File: src/rtl/program_loader.sv
// Streams DEPTH instruction words into the program RAM while holding the processor in reset.
// Optional build macro PROGRAM_LOADER_CHECKSUM_EN adds a trailing XOR checksum word and an ERROR state.
module program_loader #(
  parameter int ADDR_W = 3,
  parameter int WORD_W = 4
) (
  input  logic              clk,
  input  logic              reset,
  input  logic              start,
  input  logic [WORD_W-1:0] in_data,
  input  logic              in_valid,
  output logic              in_ready,
  output logic              ram_we,
  output logic [ADDR_W-1:0] ram_addr,
  output logic [WORD_W-1:0] ram_wdata,
  output logic              cpu_preset,
  output logic              cpu_counter_reset,
  output logic              done,
  output logic              error
);

  localparam int DEPTH = 1 << ADDR_W;

  localparam logic [2:0] S_IDLE    = 3'd0;
  localparam logic [2:0] S_LOAD    = 3'd1;
  localparam logic [2:0] S_RELEASE = 3'd2;
  localparam logic [2:0] S_RUN     = 3'd3;
`ifdef PROGRAM_LOADER_CHECKSUM_EN
  localparam logic [2:0] S_CHECK   = 3'd4;
  localparam logic [2:0] S_ERROR   = 3'd5;
`endif

  logic [2:0]        state_q, state_d;
  logic [ADDR_W-1:0] count_q, count_d;
  logic              in_ready_q, in_ready_d;
  logic              ram_we_q, ram_we_d;
  logic [ADDR_W-1:0] ram_addr_q, ram_addr_d;
  logic [WORD_W-1:0] ram_wdata_q, ram_wdata_d;
  logic              preset_q, preset_d;
  logic              done_q, done_d;
`ifdef PROGRAM_LOADER_CHECKSUM_EN
  logic [WORD_W-1:0] sum_q, sum_d;
  logic              error_q, error_d;
`endif

  logic xfer;
  logic last_word;

  // in_ready_q is high exactly in the states that accept words, so it doubles as the state gate.
  assign xfer      = in_valid & in_ready_q;
  assign last_word = (count_q == ADDR_W'(DEPTH - 1));

  // NOTE: every variable written here gets a default first, so no latch can be inferred.
  always_comb begin
    state_d     = state_q;
    count_d     = count_q;
    ram_we_d    = 1'b0;
    ram_addr_d  = ram_addr_q;
    ram_wdata_d = ram_wdata_q;
`ifdef PROGRAM_LOADER_CHECKSUM_EN
    sum_d       = sum_q;
`endif

    case (state_q)
      S_IDLE: begin
        if (start) begin
          state_d = S_LOAD;
          count_d = '0;
`ifdef PROGRAM_LOADER_CHECKSUM_EN
          sum_d   = '0;
`endif
        end
      end

      S_LOAD: begin
        if (xfer) begin
          ram_we_d    = 1'b1;
          ram_addr_d  = count_q;
          ram_wdata_d = in_data;
          count_d     = count_q + 1'b1;
`ifdef PROGRAM_LOADER_CHECKSUM_EN
          sum_d       = sum_q ^ in_data;
          if (last_word) state_d = S_CHECK;
`else
          if (last_word) state_d = S_RELEASE;
`endif
        end
      end

`ifdef PROGRAM_LOADER_CHECKSUM_EN
      S_CHECK: begin
        if (xfer) state_d = (in_data == sum_q) ? S_RELEASE : S_ERROR;
      end

      S_ERROR: begin
        if (start) begin
          state_d = S_LOAD;
          count_d = '0;
          sum_d   = '0;
        end
      end
`endif

      // One cycle so the final RAM write lands while the processor is still held.
      S_RELEASE: state_d = S_RUN;

      S_RUN: begin
        if (start) begin
          state_d = S_LOAD;
          count_d = '0;
`ifdef PROGRAM_LOADER_CHECKSUM_EN
          sum_d   = '0;
`endif
        end
      end

      default: state_d = S_IDLE;
    endcase
  end

  // NOTE: status outputs are decoded from the next state and registered, so they change on the
  // same edge as the state itself and never glitch.
  always_comb begin
`ifdef PROGRAM_LOADER_CHECKSUM_EN
    in_ready_d = (state_d == S_LOAD) || (state_d == S_CHECK);
    error_d    = (state_d == S_ERROR);
`else
    in_ready_d = (state_d == S_LOAD);
`endif
    preset_d   = (state_d != S_RUN);
    done_d     = (state_d == S_RUN);
  end

  // NOTE: sequential state uses non-blocking assignments only; the program RAM lives outside and
  // is deliberately never cleared by reset.
  always_ff @(posedge clk) begin
    if (reset) begin
      state_q     <= S_IDLE;
      count_q     <= '0;
      in_ready_q  <= 1'b0;
      ram_we_q    <= 1'b0;
      ram_addr_q  <= '0;
      ram_wdata_q <= '0;
      preset_q    <= 1'b1;
      done_q      <= 1'b0;
`ifdef PROGRAM_LOADER_CHECKSUM_EN
      sum_q       <= '0;
      error_q     <= 1'b0;
`endif
    end else begin
      state_q     <= state_d;
      count_q     <= count_d;
      in_ready_q  <= in_ready_d;
      ram_we_q    <= ram_we_d;
      ram_addr_q  <= ram_addr_d;
      ram_wdata_q <= ram_wdata_d;
      preset_q    <= preset_d;
      done_q      <= done_d;
`ifdef PROGRAM_LOADER_CHECKSUM_EN
      sum_q       <= sum_d;
      error_q     <= error_d;
`endif
    end
  end

  assign in_ready          = in_ready_q;
  assign ram_we            = ram_we_q;
  assign ram_addr          = ram_addr_q;
  assign ram_wdata         = ram_wdata_q;
  assign cpu_preset        = preset_q;
  assign cpu_counter_reset = preset_q;
  assign done              = done_q;
`ifdef PROGRAM_LOADER_CHECKSUM_EN
  assign error             = error_q;
`else
  assign error             = 1'b0;
`endif

endmodule

File: config.mk
export PLATFORM = sky130hd
export DESIGN_NAME = program_loader
export DESIGN_NICKNAME = d
export VERILOG_FILES = /design/src/rtl/program_loader.sv
export SDC_FILE = /design/constraint.sdc
export NUM_CORES = 1
export LEC_CHECK = 0
export BUFFER_PORTS_ARGS = -buffer_cell sky130_fd_sc_hd__buf_4
export CAP_MARGIN = 0
export CORE_MARGIN = 1.5
export CORE_UTILIZATION = 48
export CTS_CLUSTER_SIZE = 14
export DETAILED_ROUTE_END_ITERATION = 7
export GPL_TIMING_DRIVEN = 0
export MAX_ROUTING_LAYER = met4
export PLACE_DENSITY = 0.75
export SLEW_MARGIN = 15
export SYNTH_ARGS = -nofsm -noshare
export SYNTH_HDL_FRONTEND = slang
export SYNTH_SLANG_ARGS = --single-unit
File: constraint.sdc
create_clock -name clk -period 1.7 [get_ports clk]
set_clock_uncertainty 0.1 [all_clocks]
set_input_delay 0.34 -clock clk [delete_from_list [all_inputs] [get_ports clk]]
set_output_delay 0.34 -clock clk [all_outputs]
set_load 0.01 [all_outputs]
==> impl_metrics.json, run 1 <==
{
  "track_usage_pct": 16.7,
  "internal_power_mw": 0.516,
  "drc": 0,
  "timing.fmax_ghz": 0.699,
  "ir_drop_uv": 479,
  "status": "finished clean",
  "die_h_um": 41.8,
  "num_rows": 13,
  "area_delta_synth_final_pct": 26.6,
  "overflow": 0,
  "finalWorstPathRequiredPeriod_ns": 1.43,
  "path_max_fanout": 4,
  "dp.cells": 114,
  "synth-seq-cells": 17,
  "diodes": 0,
  "wl_per_cell_um": 11.1,
  "swShare_pct": 22.0,
  "utilization_pct": 67.6,
  "drt_iter0_markers": 1,
  "synth_top_area_share_pct": 47.2,
  "synth.area.top_cells": "dfxtp_1 47%, a21oi_1 5.6%, nand3_1 4.9%",
  "drtAntennaViolNets": 0,
  "post_cts_buffers": 0,
  "dieArea_um2": 1740,
  "clkSinkCount": 17,
  "synth_common_cells": "17 x dfxtp_1, 8 x a21oi_1, 7 x nand3_1, 7 x o21ai_0, 6 x inv_1",
  "clk_pin_slew_ns": 0.09,
  "hold_viol": 0,
  "coreArea_um2": 1350,
  "synth.most_common_cell": "dfxtp_1",
  "fin_ws_ns": 0.270,
  "drv_slew": 0,
  "rsz0062_at_grt": "no",
  "cts_tree": "done",
  "synthArstFlopShare_pct": 0,
  "crit_type": "reg -> reg",
  "worstPathRequired_ns": 1.76,
  "firstDrtPassIters": 4,
  "finalNonFillerCells": 118,
  "drive_above_1_share_pct": 28.2,
  "synthFlopType": "dfxtp_1",
  "dpl_worst_slack_ns": 0.294,
  "cts-root-buf": "clkbuf_4",
  "syn_area_um2": 721,
  "cts_made_buffers": 3,
  "seq_area_frac_synth_pct": 47.2,
  "antenna_found_initial": 0,
  "yosysTopAreaCell": "dfxtp_1",
  "power_switching_mw": 0.146,
  "place_congestion": 0.796,
  "pin_count": 21,
  "cts_hold_buf": 0,
  "postSynthAreaPerCell_um2": 9.12,
  "leakage_nw": 0.403,
  "cap_violations": 0,
  "dieWidth_um": 41.8,
  "vias": 634,
  "vias_per_cell": 5.37,
  "setup_violations": 0,
  "worstSetupStartpointType": "flop",
  "start_util_pct": 53.4,
  "fin_tns_setup_ns": 0,
  "p_per_area_nw_per_um2": 726,
  "port_buffers": 19,
  "fin_nets": 114,
  "htree_levels": 1,
  "synth_cell_types": 29,
  "synth_cells": 79,
  "grt_pass1_wl_um": 2200,
  "finalCritPeriodShare_pct": 84.1,
  "clk_path_buf_depth": 2,
  "critical_path_arrival_ns": 1.49,
  "yosysWarnings": 0,
  "grt_max_degree": 11,
  "cts_resized": 0,
  "wirelength_um": 1310,
  "seqPwrFrac_pct": 61.3,
  "hold_path_class": "in -> reg",
  "power_frac_clock_pct": 31.1,
  "grt_pass1_vias": 544,
  "critPathCaptureType": "flop",
  "clk_latency_ns": 0.28,
  "combinationalPowerShare_pct": 7.6,
  "dp_hpwl_um": 940,
  "synth_edf_count": 0
}
## power by group through the flow
stage	Combinational (mW)	Sequential, mW	Clock, mW
after global routing	0.0550	0.406	0.233
after detailed placement	0.0502	0.415	0
after floorplan	0.0265	0.415	0
after CTS	0.0502	0.406	0.221
final	0.0504	0.406	0.206
after global placement	0.0499	0.415	0
## routing by layer
metal	track usage (%)	share of wire, %	up-vias
li1	-	-	328
met1	20.3	45	288
met2	25.9	49	16
met3	2.61	5.3	2
met4	9.68	1.2	0
met5	-	0	-
## critical path, stage by stage (launching register included)
cell     delay, ns
dfxtp_1       0.34
ha_1          0.21
ha_1          0.18
and3_1        0.21
a31oi_1       0.21
nor3_1        0.07
## cell type report
class,instances,area (um^2)
Inverter,7,26.3
Tap cell,15,18.8
Clock buffer,4,26.3
Multi-Input combinational cell,50,315
Timing Repair Buffer,19,143
Sequential cell,17,340
Fill cell,120,438
Buffer,6,42.5
## cell families (layout without fill, tap and decap cells)
logic type	count (synthesis)	after routing	synth area share [%]
compound gates	22	22	17.7
xor+xnor	1	1	1.22
fa+ha+maj	2	2	3.47
buf+inv	13	36	9.55
flops	17	17	47.2
other cells	1	2	0.520
simple gates	23	23	20.3
## worst paths after layout
check | start | slack (ns) | cells after the start | endpoint
worst min register to register | ram_wdata[0]$_SDFFE_PP0P_ | 0.38 | 2 | ram_wdata[0]$_SDFFE_PP0P_
worst max-delay path | count_q[0]$_SDFFE_PP0P_ | 0.27 | 5 | state_q[1]$_SDFF_PP0_
worst max register to register | count_q[0]$_SDFFE_PP0P_ | 0.27 | 5 | state_q[1]$_SDFF_PP0_
worst min-delay path | reset | 0.18 | 2 | count_q[1]$_SDFFE_PP0P_
## sequential cells by signal (all words and copies together), names as in the netlist
name               flops
count_q                3
in_ready               1
state_q                3
ram_we                 1
cpu_counter_reset      1
ram_wdata              4
ram_addr               3
done                   1
## placed cells by master, fill, tap and decap left out
| cell | n |
|---|---|
| a21boi_0 | 1 |
| a21oi_1 | 8 |
| a31oi_1 | 1 |
| and2_1 | 2 |
| and3_1 | 1 |
| and4b_2 | 1 |
| buf_2 | 1 |
| buf_4 | 22 |
| buf_6 | 1 |
| clkbuf_1 | 2 |
| clkbuf_4 | 3 |
| clkinv_1 | 1 |
| conb_1 | 2 |
| dfxtp_1 | 17 |
| ha_1 | 2 |
| inv_1 | 6 |
| nand2_1 | 1 |
| nand3_1 | 7 |
| nand4_1 | 2 |
| nand4b_4 | 1 |
| nor2_1 | 3 |
| nor3_1 | 3 |
| o21a_1 | 1 |
| o21ai_0 | 7 |
| o22ai_1 | 1 |
| o31ai_1 | 1 |
| o41ai_1 | 2 |
| or2b_1 | 1 |
| or4_1 | 1 |
| xor2_1 | 1 |
## stage by stage
step           area, um^2  hold WS [ns]  power [mW]
6_report              912         0.177       0.662
5_1_grt               912         0.172       0.694
4_1_cts               912         0.165       0.677
3_5_place_dp          886         0.369       0.465
3_3_place_gp          886         0.360       0.465
2_1_floorplan         724         0.347       0.442
No activity file was read; power rests on OpenSTA's default activity.
==> run 2, diff against run 1 <==
Settings changed: CORE_UTILIZATION 48 to 43, PLACE_DENSITY 0.75 to 0.71.
Clock period 1.7 ns to 1.2 ns, I/O delays scaled along.
==> run 2 against run 1 <==
The run now ends with negative setup slack left; worst hold slack got worse by 0.11 ns; first-iteration DRC count grew to 16 times the previous value; power rose by 45%; via count increased by 6.2%; global-route usage increased by 3.0 points; combinational power is 75% higher; worst setup slack got worse by 0.35 ns; critical endpoint is now in_ready$_SDFF_PP0_; largest power group unchanged; highest routed layer unchanged.
==> impl_metrics.json, run 2 (same netlist as run 1, synthesis figures left out) <==
{
  "hold_start": "reset",
  "track_usage_pct": 19.6,
  "drv_slew": 0,
  "ir_drop_uv": 849,
  "regToRegSetupSlack_ns": -0.08,
  "crit_family": "flip-flops",
  "drive_above_1_share_pct": 45.4,
  "area_delta_synth_final_pct": 44.4,
  "wirelength_um": 1750,
  "vias": 673,
  "dieArea_um2": 1930,
  "clk_path_buf_depth": 2,
  "finalCritPeriodShare_pct": 106,
  "final_cell_mix": "25 x buf_4, 11 x dfxtp_1, 7 x nand3_1, 7 x a21oi_1, 6 x inv_1",
  "rr_startpoint": "count_q[1]$_SDFFE_PP0P_",
  "p_per_area_nw_per_um2": 922,
  "crit_type": "reg -> reg",
  "cts-root-buf": "clkbuf_4",
  "timing.rr.end": "in_ready$_SDFF_PP0_",
  "largest_register_ffs": 4,
  "design_area_um2": 1040,
  "die_h_um": 43.9,
  "nFillCells": 128,
  "dp_hpwl_um": 1030,
  "dieWidth_um": 43.9,
  "diodes": 0,
  "drc": 0,
  "rr_worst_depth": 5,
  "htree_levels": 1,
  "rsz0062_at_grt": "yes",
  "status": "finished with violations",
  "grt_pass1_wl_um": 2670,
  "hold_path_class": "in -> reg",
  "fin_nets": 119,
  "critical_path_arrival_ns": 1.40,
  "grt_max_degree": 11,
  "clk_pin_slew_ns": 0.10,
  "pin_count": 21,
  "path_cells": "ha_4, ha_4, and3_4, o22ai_1, and2_1",
  "cap_violations": 0,
  "fin_ws_ns": -0.0776,
  "violations": "negative setup slack",
  "hold_viol": 0,
  "coreArea_um2": 1540,
  "finalWorstPathRequiredPeriod_ns": 1.28,
  "firstDrtPassIters": 4,
  "place_congestion": 0.760,
  "slowest_stage": "dfxtp_2",
  "place_area_um2": 900,
  "drtAntennaViolNets": 0,
  "cts_tree": "done",
  "worstPathRequired_ns": 1.32,
  "start_util_pct": 46.8,
  "fin_tns_setup_ns": -0.253,
  "layout_commonest_cell": "buf_4",
  "crit_top_cell": "ha_4",
  "cts_made_buffers": 3,
  "path_max_fanout": 3,
  "timing.fmax_ghz": 0.783,
  "vias_per_cell": 5.43,
  "max_stage_delay_ns": 0.35,
  "port_buffers": 19,
  "worstSetupStartpointType": "flop",
  "crit_buf_inv": 0,
  "drt_iter0_markers": 16,
  "num_rows": 14,
  "leakage_nw": 0.431,
  "clkSinkCount": 17,
  "holdPathStages": 2,
  "grt_pass1_vias": 652,
  "overflow": 0,
  "wl_per_cell_um": 14.1,
  "clk_latency_ns": 0.28,
  "critPathCaptureType": "flop",
  "hold_end": "count_q[1]$_SDFFE_PP0P_",
  "antenna_found_initial": 0,
  "setup_violations": 5
}
-- run 2: worst register-to-register path: stages (launching register included) --
cell	delay [ns]
dfxtp_2	0.35
ha_4	0.16
ha_4	0.14
and3_4	0.18
o22ai_1	0.14
and2_1	0.15
-- run 2: per-layer routing --
metal	vias up	track usage [%]	routed length [um]
met5	-	-	0
met2	18	34.1	944
met1	312	22.0	715
li1	341	-	-
met4	0	9.09	18
met3	2	2.50	74
-- run 2: final cells by class --
type,count,area [um^2],share of cell area (%)
multi-input cells,51,399,38.3
flip-flops and latches,17,350,33.7
repair buffers,25,191,18.4
plain buffers,4,27.5,2.64
clock buffers,4,26.3,2.52
inverters,7,26.3,2.52
well taps,16,20.0,1.92
-- run 2: what timing repair did --
action,CTS,global route
pin swaps,4,2
resized for setup,9,13
hold buffers,0,0
setup buffers,6,0
gates cloned,1,0
endpoints found under the setup margin,14,15
-- run 2: worst max-delay path by stage --
| stage | depth (start not counted) | start | slack (ns) | endpoint |
|---|---|---|---|---|
| after global placement | 3 | state_q[1]$_SDFF_PP0_ | -0.11 | count_q[0]$_SDFFE_PP0P_ |
| after detailed placement | 3 | state_q[1]$_SDFF_PP0_ | -0.12 | count_q[0]$_SDFFE_PP0P_ |
| after global routing | 4 | state_q[0]$_SDFF_PP0_ | -0.11 | count_q[0]$_SDFFE_PP0P_ |
| after floorplan | 4 | state_q[0]$_SDFF_PP0_ | -0.005 | count_q[0]$_SDFFE_PP0P_ |
| final | 5 | count_q[1]$_SDFFE_PP0P_ | -0.08 | in_ready$_SDFF_PP0_ |
| after CTS | 5 | count_q[1]$_SDFFE_PP0P_ | -0.06 | in_ready$_SDFF_PP0_ |
-- run 2: metrics by stage --
stage / instances / util, % / total power [mW] / worst slack (ns) / hold WS, ns
after floorplan: 80 / - / 0.627 / -0.00490 / 0.239
after global routing: 124 / 67.5 / 1.00 / -0.109 / 0.0740
after CTS: 125 / 66.0 / 0.965 / -0.0585 / 0.0635
after global placement: 115 / 58.4 / 0.660 / -0.109 / 0.364
after detailed placement: 115 / 58.4 / 0.661 / -0.122 / 0.366
final: 124 / 67.5 / 0.960 / -0.0776 / 0.0707
-- run 2: power by group --
group,switching [mW],total [mW],internal [mW]
registers,0.00630,0.574,0.568
logic,0.0493,0.0883,0.0390
clock network,0.169,0.298,0.129
total,0.224,0.960,0.736
